`src/rtl/io_bus_arbiter_pkg.sv`:
```
// Shared types and constants for the cpu16 I/O bus arbiter.
package io_bus_pkg;

  // Transfer sequencing states
  typedef enum logic [1:0] {
    ST_IDLE   = 2'd0,
    ST_SETUP  = 2'd1,
    ST_STROBE = 2'd2,
    ST_HOLD   = 2'd3
  } state_t;

  localparam int unsigned STROBE_CYCLES_DEF = 2;

  // Strobe down-counter width; guarded so an illegal 0 still elaborates far
  // enough to reach the range check in the top.
  function automatic int unsigned cnt_width(input int unsigned sc);
    return (sc < 1) ? 1 : $clog2(sc + 1);
  endfunction

  localparam int unsigned CNT_W_DEF = cnt_width(STROBE_CYCLES_DEF);

endpackage

```
`src/rtl/io_bus_arbiter_if.sv`:
```
// Master request/ack signals plus the shared I/O bus, bundled for the arbiter.
interface io_bus_if;
  logic        m0_req;
  logic        m1_req;
  logic        m0_we;
  logic        m1_we;
  logic [15:0] m0_addr;
  logic [15:0] m1_addr;
  logic [15:0] m0_wdata;
  logic [15:0] m1_wdata;
  logic        m0_ack;
  logic        m1_ack;
  logic [15:0] rdata;
  logic [15:0] io_address;
  logic [15:0] io_data_out;
  logic        io_data_oe;
  logic [15:0] io_data_in;
  logic        io_rd;
  logic        io_wr;
  logic        busy;
  logic        grant;

  // Arbiter side
  modport slave (
    input  m0_req, m1_req, m0_we, m1_we, m0_addr, m1_addr,
           m0_wdata, m1_wdata, io_data_in,
    output m0_ack, m1_ack, rdata, io_address, io_data_out, io_data_oe,
           io_rd, io_wr, busy, grant
  );

  // Masters and bus-side environment
  modport master (
    output m0_req, m1_req, m0_we, m1_we, m0_addr, m1_addr,
           m0_wdata, m1_wdata, io_data_in,
    input  m0_ack, m1_ack, rdata, io_address, io_data_out, io_data_oe,
           io_rd, io_wr, busy, grant
  );
endinterface

```
`src/rtl/io_rr_arbiter.sv`:
```
// Two-way round-robin picker: on a tie the master not served last wins.
module io_rr_arbiter (
  input  logic [1:0] req,
  input  logic       last_grant,
  output logic       valid,
  output logic       winner
);

  // Pick a winner among active requesters
  always_comb begin
    valid  = |req;
    winner = 1'b0;
    if (req == 2'b11) winner = ~last_grant;
    else              winner = req[1];
  end

endmodule

```
`src/rtl/io_bus_arbiter.sv`:
```
// Shares the cpu16 I/O bus between two masters: round-robin arbitration,
// transaction latching and registered strobe sequencing.
module io_bus_arbiter
  import io_bus_pkg::*;
#(
  parameter int unsigned STROBE_CYCLES = STROBE_CYCLES_DEF
) (
  input  logic     clk,
  input  logic     reset,
  io_bus_if.slave  bus
);

  localparam int unsigned    CW       = cnt_width(STROBE_CYCLES);
  localparam logic [CW-1:0]  CNT_LOAD = CW'(STROBE_CYCLES - 1);

  if (STROBE_CYCLES < 1 || STROBE_CYCLES > 15) begin : g_bad_strobe
    $error("io_bus_arbiter: STROBE_CYCLES must be in 1..15");
  end

  state_t          state, state_d;
  logic [CW-1:0]   cnt, cnt_d;
  logic            accept;
  logic            arb_valid, arb_winner;
  logic            last_grant;

  logic            win_we;
  logic [15:0]     win_addr, win_wdata;

  logic            we_q, we_d;
  logic            grant_q, grant_d;
  logic            busy_q, busy_d;
  logic            oe_q, oe_d;
  logic            rd_n_q, rd_n_d;
  logic            wr_n_q, wr_n_d;
  logic            ack0_q, ack0_d;
  logic            ack1_q, ack1_d;
  logic [15:0]     addr_q, wdata_q, rdata_q;

  io_rr_arbiter u_rr (
    .req        ({bus.m1_req, bus.m0_req}),
    .last_grant (last_grant),
    .valid      (arb_valid),
    .winner     (arb_winner)
  );

  // Steer the winning master's transfer fields
  always_comb begin
    win_we    = arb_winner ? bus.m1_we    : bus.m0_we;
    win_addr  = arb_winner ? bus.m1_addr  : bus.m0_addr;
    win_wdata = arb_winner ? bus.m1_wdata : bus.m0_wdata;
  end

  // State register and strobe down-counter
  always_ff @(posedge clk or posedge reset) begin
    if (reset) begin
      state <= ST_IDLE;
      cnt   <= '0;
    end else begin
      state <= state_d;
      cnt   <= cnt_d;
    end
  end

  // Next-state logic
  always_comb begin
    state_d = state;
    cnt_d   = cnt;
    accept  = 1'b0;
    unique case (state)
      ST_IDLE: begin
        if (arb_valid) begin
          accept  = 1'b1;
          state_d = ST_SETUP;
        end
      end
      ST_SETUP: begin
        state_d = ST_STROBE;
        cnt_d   = CNT_LOAD;
      end
      ST_STROBE: begin
        if (cnt == '0) state_d = ST_HOLD;
        else           cnt_d   = cnt - 1'b1;
      end
      ST_HOLD: state_d = ST_IDLE;
      default: state_d = ST_IDLE;
    endcase
  end

  // Output decode from the upcoming state so every output is a plain flop
  always_comb begin
    we_d    = accept ? win_we     : we_q;
    grant_d = accept ? arb_winner : grant_q;
    busy_d  = (state_d != ST_IDLE);
    oe_d    = busy_d && we_d;
    rd_n_d  = !((state_d == ST_STROBE) && !we_d);
    wr_n_d  = !((state_d == ST_STROBE) &&  we_d);
    ack0_d  = (state_d == ST_HOLD) && !grant_d;
    ack1_d  = (state_d == ST_HOLD) &&  grant_d;
  end

  // Registered outputs, latched transfer and round-robin history
  always_ff @(posedge clk or posedge reset) begin
    if (reset) begin
      we_q       <= 1'b0;
      grant_q    <= 1'b0;
      busy_q     <= 1'b0;
      oe_q       <= 1'b0;
      rd_n_q     <= 1'b1;
      wr_n_q     <= 1'b1;
      ack0_q     <= 1'b0;
      ack1_q     <= 1'b0;
      addr_q     <= '0;
      wdata_q    <= '0;
      rdata_q    <= '0;
      last_grant <= 1'b1;
    end else begin
      we_q    <= we_d;
      grant_q <= grant_d;
      busy_q  <= busy_d;
      oe_q    <= oe_d;
      rd_n_q  <= rd_n_d;
      wr_n_q  <= wr_n_d;
      ack0_q  <= ack0_d;
      ack1_q  <= ack1_d;
      if (accept) begin
        addr_q <= win_addr;
        if (win_we) wdata_q <= win_wdata;
      end
      if ((state == ST_STROBE) && (cnt == '0) && !we_q) rdata_q <= bus.io_data_in;
      if (state == ST_HOLD) last_grant <= grant_q;
    end
  end

  assign bus.m0_ack      = ack0_q;
  assign bus.m1_ack      = ack1_q;
  assign bus.rdata       = rdata_q;
  assign bus.io_address  = addr_q;
  assign bus.io_data_out = wdata_q;
  assign bus.io_data_oe  = oe_q;
  assign bus.io_rd       = rd_n_q;
  assign bus.io_wr       = wr_n_q;
  assign bus.busy        = busy_q;
  assign bus.grant       = grant_q;

endmodule

```
`src/flat_wrapper.sv`:
```
// flat-port wrapper written by rule: the top's interface ports become plain ports
module io_bus_arbiter_flat import io_bus_pkg::*;
#(
  parameter int unsigned STROBE_CYCLES = STROBE_CYCLES_DEF
)
  (clk, reset, bus_m0_req, bus_m1_req, bus_m0_we, bus_m1_we, bus_m0_addr, bus_m1_addr, bus_m0_wdata, bus_m1_wdata, bus_io_data_in, bus_m0_ack, bus_m1_ack, bus_rdata, bus_io_address, bus_io_data_out, bus_io_data_oe, bus_io_rd, bus_io_wr, bus_busy, bus_grant);
  io_bus_if bus_i ();
  input  logic clk;
  input  logic reset;
  input wire logic [$bits(bus_i.m0_req)-1:0] bus_m0_req;
  input wire logic [$bits(bus_i.m1_req)-1:0] bus_m1_req;
  input wire logic [$bits(bus_i.m0_we)-1:0] bus_m0_we;
  input wire logic [$bits(bus_i.m1_we)-1:0] bus_m1_we;
  input wire logic [$bits(bus_i.m0_addr)-1:0] bus_m0_addr;
  input wire logic [$bits(bus_i.m1_addr)-1:0] bus_m1_addr;
  input wire logic [$bits(bus_i.m0_wdata)-1:0] bus_m0_wdata;
  input wire logic [$bits(bus_i.m1_wdata)-1:0] bus_m1_wdata;
  input wire logic [$bits(bus_i.io_data_in)-1:0] bus_io_data_in;
  output wire logic [$bits(bus_i.m0_ack)-1:0] bus_m0_ack;
  output wire logic [$bits(bus_i.m1_ack)-1:0] bus_m1_ack;
  output wire logic [$bits(bus_i.rdata)-1:0] bus_rdata;
  output wire logic [$bits(bus_i.io_address)-1:0] bus_io_address;
  output wire logic [$bits(bus_i.io_data_out)-1:0] bus_io_data_out;
  output wire logic [$bits(bus_i.io_data_oe)-1:0] bus_io_data_oe;
  output wire logic [$bits(bus_i.io_rd)-1:0] bus_io_rd;
  output wire logic [$bits(bus_i.io_wr)-1:0] bus_io_wr;
  output wire logic [$bits(bus_i.busy)-1:0] bus_busy;
  output wire logic [$bits(bus_i.grant)-1:0] bus_grant;
  assign bus_i.m0_req = bus_m0_req;
  assign bus_i.m1_req = bus_m1_req;
  assign bus_i.m0_we = bus_m0_we;
  assign bus_i.m1_we = bus_m1_we;
  assign bus_i.m0_addr = bus_m0_addr;
  assign bus_i.m1_addr = bus_m1_addr;
  assign bus_i.m0_wdata = bus_m0_wdata;
  assign bus_i.m1_wdata = bus_m1_wdata;
  assign bus_i.io_data_in = bus_io_data_in;
  assign bus_m0_ack = bus_i.m0_ack;
  assign bus_m1_ack = bus_i.m1_ack;
  assign bus_rdata = bus_i.rdata;
  assign bus_io_address = bus_i.io_address;
  assign bus_io_data_out = bus_i.io_data_out;
  assign bus_io_data_oe = bus_i.io_data_oe;
  assign bus_io_rd = bus_i.io_rd;
  assign bus_io_wr = bus_i.io_wr;
  assign bus_busy = bus_i.busy;
  assign bus_grant = bus_i.grant;
  io_bus_arbiter #(.STROBE_CYCLES(STROBE_CYCLES)) u_core (.clk(clk), .reset(reset), .bus(bus_i));
endmodule
```
`config.mk`:
```
export PLATFORM = sky130hd
export DESIGN_NAME = io_bus_arbiter_flat
export DESIGN_NICKNAME = d
export VERILOG_FILES = /design/src/rtl/io_bus_arbiter_pkg.sv /design/src/rtl/io_bus_arbiter_if.sv /design/src/rtl/io_rr_arbiter.sv /design/src/rtl/io_bus_arbiter.sv /design/src/flat_wrapper.sv
export SDC_FILE = /design/constraint.sdc
export NUM_CORES = 1
export LEC_CHECK = 0
export ABC_AREA = 0
export CAP_MARGIN = 20
export CORE_ASPECT_RATIO = 0.6
export CORE_UTILIZATION = 36
export DETAILED_ROUTE_END_ITERATION = 10
export PLACE_DENSITY_LB_ADDON = 0.08
export SYNTH_ARGS = -nofsm -noshare
export SYNTH_HDL_FRONTEND = slang
export SYNTH_SLANG_ARGS = --single-unit
```
`constraint.sdc`:
```
create_clock -name clk -period 4.7 [get_ports clk]
set_clock_uncertainty 0.05 [all_clocks]
set_input_delay 0.47 -clock clk [delete_from_list [all_inputs] [get_ports clk]]
set_output_delay 0.47 -clock clk [all_outputs]
set_load 0.02 [all_outputs]
```
==> results of run 1 <==
## area by class of cell
| class | count | area share |
|---|---|---|
| Sequential cell | 61 | 0.3294 |
| Inverter | 7 | 0.005656 |
| Clock inverter | 4 | 0.01023 |
| Tap cell | 104 | 0.02801 |
| Timing Repair Buffer | 144 | 0.3113 |
| Multi-Input combinational cell | 132 | 0.2623 |
| Clock buffer | 12 | 0.05306 |
## metrics by stage
step,hold WS (ns),instances,worst slack (ns)
floorplan,0.4061,211,2.672
global placement,0.4166,446,1.856
detailed placement,0.4212,447,1.802
CTS,0.4329,463,2.139
global route,0.4485,464,2.233
finish,0.4296,464,2.324
## report_power, final
| group | leakage, nW | switching [mW] | internal (mW) |
|---|---|---|---|
| Sequential | 0.728 | 0.140 | 0.796 |
| Combinational | 1.19 | 0.711 | 0.804 |
| Clock | 0.143 | 0.216 | 0.422 |
## synthesized netlist by cell type
master	count
buf_2	1
o21bai_1	1
clkbuf_1	4
and3_1	1
nor3_1	2
or2_2	2
a31oi_1	1
or2b_1	1
buf_4	3
nor2_1	1
mux2i_1	18
mux2_2	23
nand2_1	20
a21oi_1	1
o32ai_1	1
inv_1	7
buf_6	3
o31ai_1	1
or2_1	1
o22a_1	1
or3_1	1
dfstp_2	3
dfrtp_1	58
a21bo_1	1
nand2b_1	1
nor2b_1	1
o2bb2ai_1	1
mux2_4	24
nor4b_1	1
and3b_1	1
ha_1	6
and2_1	1
o21ai_1	10
o21ai_0	9
## worst max-delay path, delay by kind of cell
family	cells	cell delay [ns]
buffers and inverters	3	1.12
AO/OA/AOI/OAI	2	0.58
multiplexers	1	0.35
## registers in the layout (all words and copies together) (netlist names), 2 cells and up
register,cells
u_core.bus.io_address,16
u_core.cnt,2
u_core.bus.io_data_out,16
u_core.state,2
u_core.bus.rdata,16
## final timing paths
path	to	startpoint	cells after the start
worst max register to register	u_core.bus.io_data_out[15]$_DFFE_PP0P_	u_core.last_grant$_DFFE_PP1N_	5
worst min register to register	u_core.bus.io_address[14]$_DFFE_PP0P_	u_core.bus.io_address[14]$_DFFE_PP0P_	2
max in group asynchronous	u_core.bus.io_address[5]$_DFFE_PP0P_	reset	3
worst min-delay path	u_core.bus.io_address[14]$_DFFE_PP0P_	u_core.bus.io_address[14]$_DFFE_PP0P_	2
worst max-delay path	u_core.bus.io_data_out[8]$_DFFE_PP0P_	bus_m1_req	6
min in group asynchronous	u_core.bus.rdata[6]$_DFFE_PP0P_	reset	3
## cells by family (layout without fill, tap and decap cells)
kind of cell,count (synthesis),in the layout
and+or+nand+nor,34,34
AOI/OAI and AO/OA,27,27
muxes,65,65
adders and majority gates,6,6
buffers and inverters,18,167
DFF,61,61
## routing by layer
| layer | wire (um) | global-route usage | up-vias |
|---|---|---|---|
| li1 | - | - | 1024 |
| met1 | 2965 | 0.2134 | 995 |
| met2 | 2939 | 0.2650 | 92 |
| met3 | 740 | 0.08826 | 6 |
| met4 | 93 | 0.06553 | 0 |
| met5 | 0 | 0 | - |
==> flow_summary.yaml, run 1 <==
finish:
  mostFrequentLayoutCell: "clkdlybuf4s50_1"
  n_fill_cell: 600
  fin_area_sq_mm: 0.004646
  register_area_sq_mm: 0.001530
  nets: 447
  area_growth_pct: 64.22
  layout_common_cells: "clkdlybuf4s50_1 (140), dfrtp_1 (58), mux2_4 (24), mux2_2 (23), nand2_1 (20)"
  post-route-util: 0.6264
  multi_input_area_sq_mm: 0.001219
  num_antenna_cells: 0
  drive_above_1_share: 0.2056
timing:
  worst_pin_slew_ns: 0.7676
  fin_setup_tns_ns: 0
  fin_crit_ns: 2.376
  finalSetupViolCount: 0
  final_max_slew_viol_count: 0
  post-route-period-util: 0.5055
  rsz0062_at_grt: "no"
  slew_headroom: 0.4882
  hold_viol: 0
  timing.fmax_ghz: 0.4209
cts:
  cts-resized-gates: 0
  postCtsSetupBuffers: 0
  ctsLongestPathBuffers: 2
  ctsHtreeMaxLevel: 3
  cts_root_buf: "clkbuf_16"
  cts_tree: "yes"
  clkLatencyLatePin_ns: 0.32
  clk_pin_slew_ns: 0.05
  ctsHoldBuffers: 0
  cts_sinks: 61
  cts_buffers: 9
worst_setup_path:
  crit_arrival_ns: 2.53
  max_stage_delay_ns: 0.58
  crit_slowest_cell: "clkdlybuf4s50_1"
  critPathMaxFanout: 33
  criticalPathCategory: "in2reg"
  cp_cell_sequence: "clkdlybuf4s50_1 > a21bo_2 > buf_4 > o32ai_4 > buf_8 > mux2_2"
  critPathRequiredTime_ns: 4.85
  critPathCaptureType: "flop"
  reg2reg_slack_ns: 2.54
  start_kind: "input port"
detailed_routing:
  drc: 0
  wl_um: 6739
  drtIter0Drc: 70
  ant_nets: 0
  vias: 2117
  wl_per_cell_um: 14.52
  via_per_inst: 4.563
  drt-pass1-iter-count: 4
floorplanning:
  dieArea_sq_mm: 0.008228
  ioPinCount: 141
  fp.dieH_um: 70.67
  core_sq_mm: 0.007417
  die_w_um: 116.4
  start_util: 0.3814
  placementRows: 24
synthesis:
  synth_top_family_by_area: "multiplexers"
  synth.distinct_cells: 34
  syn_avg_cell_area_sq_um: 13.41
  synthXorXnorAreaFrac: 0
  synth.mux.area_fraction: 0.2826
  synthCells: 211
  synth_area_sq_mm: 0.002829
  ys_seq_area_frac: 0.5409
  synth_top_area_frac: 0.5130
  yosys-top-cells-area: "dfrtp_1 (51%), mux2_4 (13%), mux2_2 (9.2%)"
  synthAdderAreaFrac: 0.02654
  ys_ff_latch: 61
  yosysTopAreaCell: "dfrtp_1"
  synth_warnings: 0
  synth_compound_area_frac: 0.05573
  yosys.area_share.simple: 0.05794
  syn-num-nets: 303
grt:
  overflow: 0
  grt_pass1_wl_um: 10620
  antenna_found_initial: 0
  grt_usage: 0.1748
  first_global_vias: 2172
  grt_max_degree: 62
placement:
  placed_cell_area_sq_mm: 0.004337
  routabilityCongestion: 0.7419
  post-dp-hpwl_um: 4948
  portBuffers: 140
run:
  cap_violations: 0
pwr:
  p_total_mw: 3.089
  p_per_area_mw_per_mm2: 665.0
  p_leak_nw: 2.056
  vdd_ir_drop_max_mv: 0.3242
hold_path:
  hold_path.class: "reg2reg"
status:
  status: "finished, final reports clean"
Power figures use the tool's default switching activity.
==> run 2, diff against run 1 <==
Clock period 4.7 ns to 2.3 ns, I/O delays scaled along.
==> flow_summary.yaml, run 2 (synthesis results as in run 1) <==
detailed_routing:
  ant_nets: 0
  wl_per_cell_um: 14.89
  via_per_inst: 4.546
  drtIter0Drc: 53
  drc: 0
  drt-pass1-iter-count: 4
  vias: 2123
  wl_um: 6953
grt:
  antenna_found_initial: 0
  grt_max_degree: 62
  grt_usage: 0.1760
  overflow: 0
  grt_pass1_wl_um: 10750
  first_global_vias: 2155
worst_setup_path:
  crit_slowest_cell: "dfrtp_1"
  cp-startpoint: "u_core.state[0]$_DFF_PP0_"
  r2r_start: "u_core.state[0]$_DFF_PP0_"
  reg2reg_to: "u_core.bus.io_data_out[1]$_DFFE_PP0P_"
  rr_worst_depth: 6
  start_kind: "flop"
  critPathRequiredTime_ns: 2.45
  reg2reg_slack_ns: 0.28
  criticalPathCategory: "reg2reg"
  crit_arrival_ns: 2.17
  critPathMaxFanout: 16
  cp_cell_sequence: "inv_1 > ha_1 > nand2_1 > o32ai_4 > buf_12 > mux2_4"
  critPathCaptureType: "flop"
  max_stage_delay_ns: 0.43
finish:
  drive_above_1_share: 0.2149
  area_growth_pct: 66.03
  fin_area_sq_mm: 0.004697
  num_antenna_cells: 0
  n_fill_cell: 592
  multi_input_area_sq_mm: 0.001219
  nets: 450
  post-route-util: 0.6333
  layout_common_cells: "clkdlybuf4s50_1 (140), dfrtp_1 (58), mux2_4 (24), mux2_2 (23), nand2_1 (20)"
  mostFrequentLayoutCell: "clkdlybuf4s50_1"
  register_area_sq_mm: 0.001530
placement:
  routabilityCongestion: 0.7451
  portBuffers: 140
  placed_cell_area_sq_mm: 0.004384
  post-dp-hpwl_um: 5094
timing:
  final_max_slew_viol_count: 0
  rsz0062_at_grt: "no"
  post-route-period-util: 0.8800
  fin_crit_ns: 2.024
  finalSetupViolCount: 0
  fin_setup_tns_ns: 0
  worst_pin_slew_ns: 0.5198
  slew_headroom: 0.6508
  timing.fmax_ghz: 0.4941
  hold_viol: 0
cts:
  ctsLongestPathBuffers: 2
  cts_sinks: 61
  ctsHtreeMaxLevel: 3
  clkLatencyLatePin_ns: 0.32
  cts_tree: "yes"
  cts-resized-gates: 0
  cts_root_buf: "clkbuf_16"
  postCtsSetupBuffers: 0
  cts_buffers: 9
  ctsHoldBuffers: 0
  clk_pin_slew_ns: 0.05
floorplanning:
  core_sq_mm: 0.007417
  die_w_um: 116.4
  fp.dieH_um: 70.67
  start_util: 0.3814
  ioPinCount: 141
  dieArea_sq_mm: 0.008228
  placementRows: 24
hold_path:
  hold_path.class: "in2async"
pwr:
  pwr-share-comb: 0.486
  p_leak_nw: 2.082
  p_seq_frac: 0.298
  p_sw_mw: 2.190
  p_int_mw: 4.203
  vdd_ir_drop_max_mv: 0.6670
  clkPwrFrac: 0.216
  p_per_area_mw_per_mm2: 1361
  switching_share: 0.3426
status:
  status: "finished, final reports clean"
run:
  cap_violations: 0
run 2: critical path, delay by kind of cell (launching register included):
family / cells / cell delay (ns)
flops: 1 / 0.43
compound gates: 1 / 0.38
buf+inv: 2 / 0.36
mux: 1 / 0.31
fa+ha+maj: 1 / 0.26
simple gates: 1 / 0.12
run 2: cell type report:
class,instances,share of cell area
Clock inverter,3,0.009057
Tap cell,104,0.02770
Sequential cell,61,0.3258
Clock buffer,13,0.05754
Timing Repair Buffer,147,0.3149
Inverter,7,0.005594
Multi-Input combinational cell,132,0.2595
run 2: per-stage QoR:
stage          total power, mW  hold slack [ns]  setup WS, ns  std cells
3_3_place_gp             4.999           0.4123        0.2465        451
5_1_grt                  6.749           0.2574        0.1661        467
6_report                 6.394           0.2353        0.2761        467
2_1_floorplan            3.637           0.3093        0.4463        211
4_1_cts                  6.475           0.2484        0.2606        467
3_5_place_dp             5.046           0.4219        0.1988        451
run 2: metal layers:
metal  track usage  share of wire  vias to the layer above  wire length, um
met5             0              0                        -                0
met4       0.06125          0.010                        0               72
met3        0.1097           0.13                        6              937
met2        0.2459           0.43                      108             2975
met1        0.2206           0.43                      982             2968
li1              -              -                     1027                -
run 2: how the worst max path moves through the flow:
stage	end	cells past startpoint	slack, ns
global placement	u_core.bus.io_data_out[2]$_DFFE_PP0P_	5	0.25
global route	u_core.bus.io_data_out[1]$_DFFE_PP0P_	6	0.17
floorplan	u_core.bus.rdata[0]$_DFFE_PP0P_	7	0.45
detailed placement	u_core.bus.io_data_out[7]$_DFFE_PP0P_	5	0.20
finish	u_core.bus.io_data_out[1]$_DFFE_PP0P_	6	0.28
CTS	u_core.bus.io_data_out[1]$_DFFE_PP0P_	6	0.26
run 2: power by group through the flow:
stage / clock [mW] / sequential, mW / combinational (mW)
final: 1.38 / 1.91 / 3.11
after global routing: 1.47 / 1.97 / 3.31
after CTS: 1.42 / 1.91 / 3.14
after detailed placement: 0 / 1.91 / 3.13
after global placement: 0 / 1.91 / 3.09
after floorplan: 0 / 2.48 / 1.16
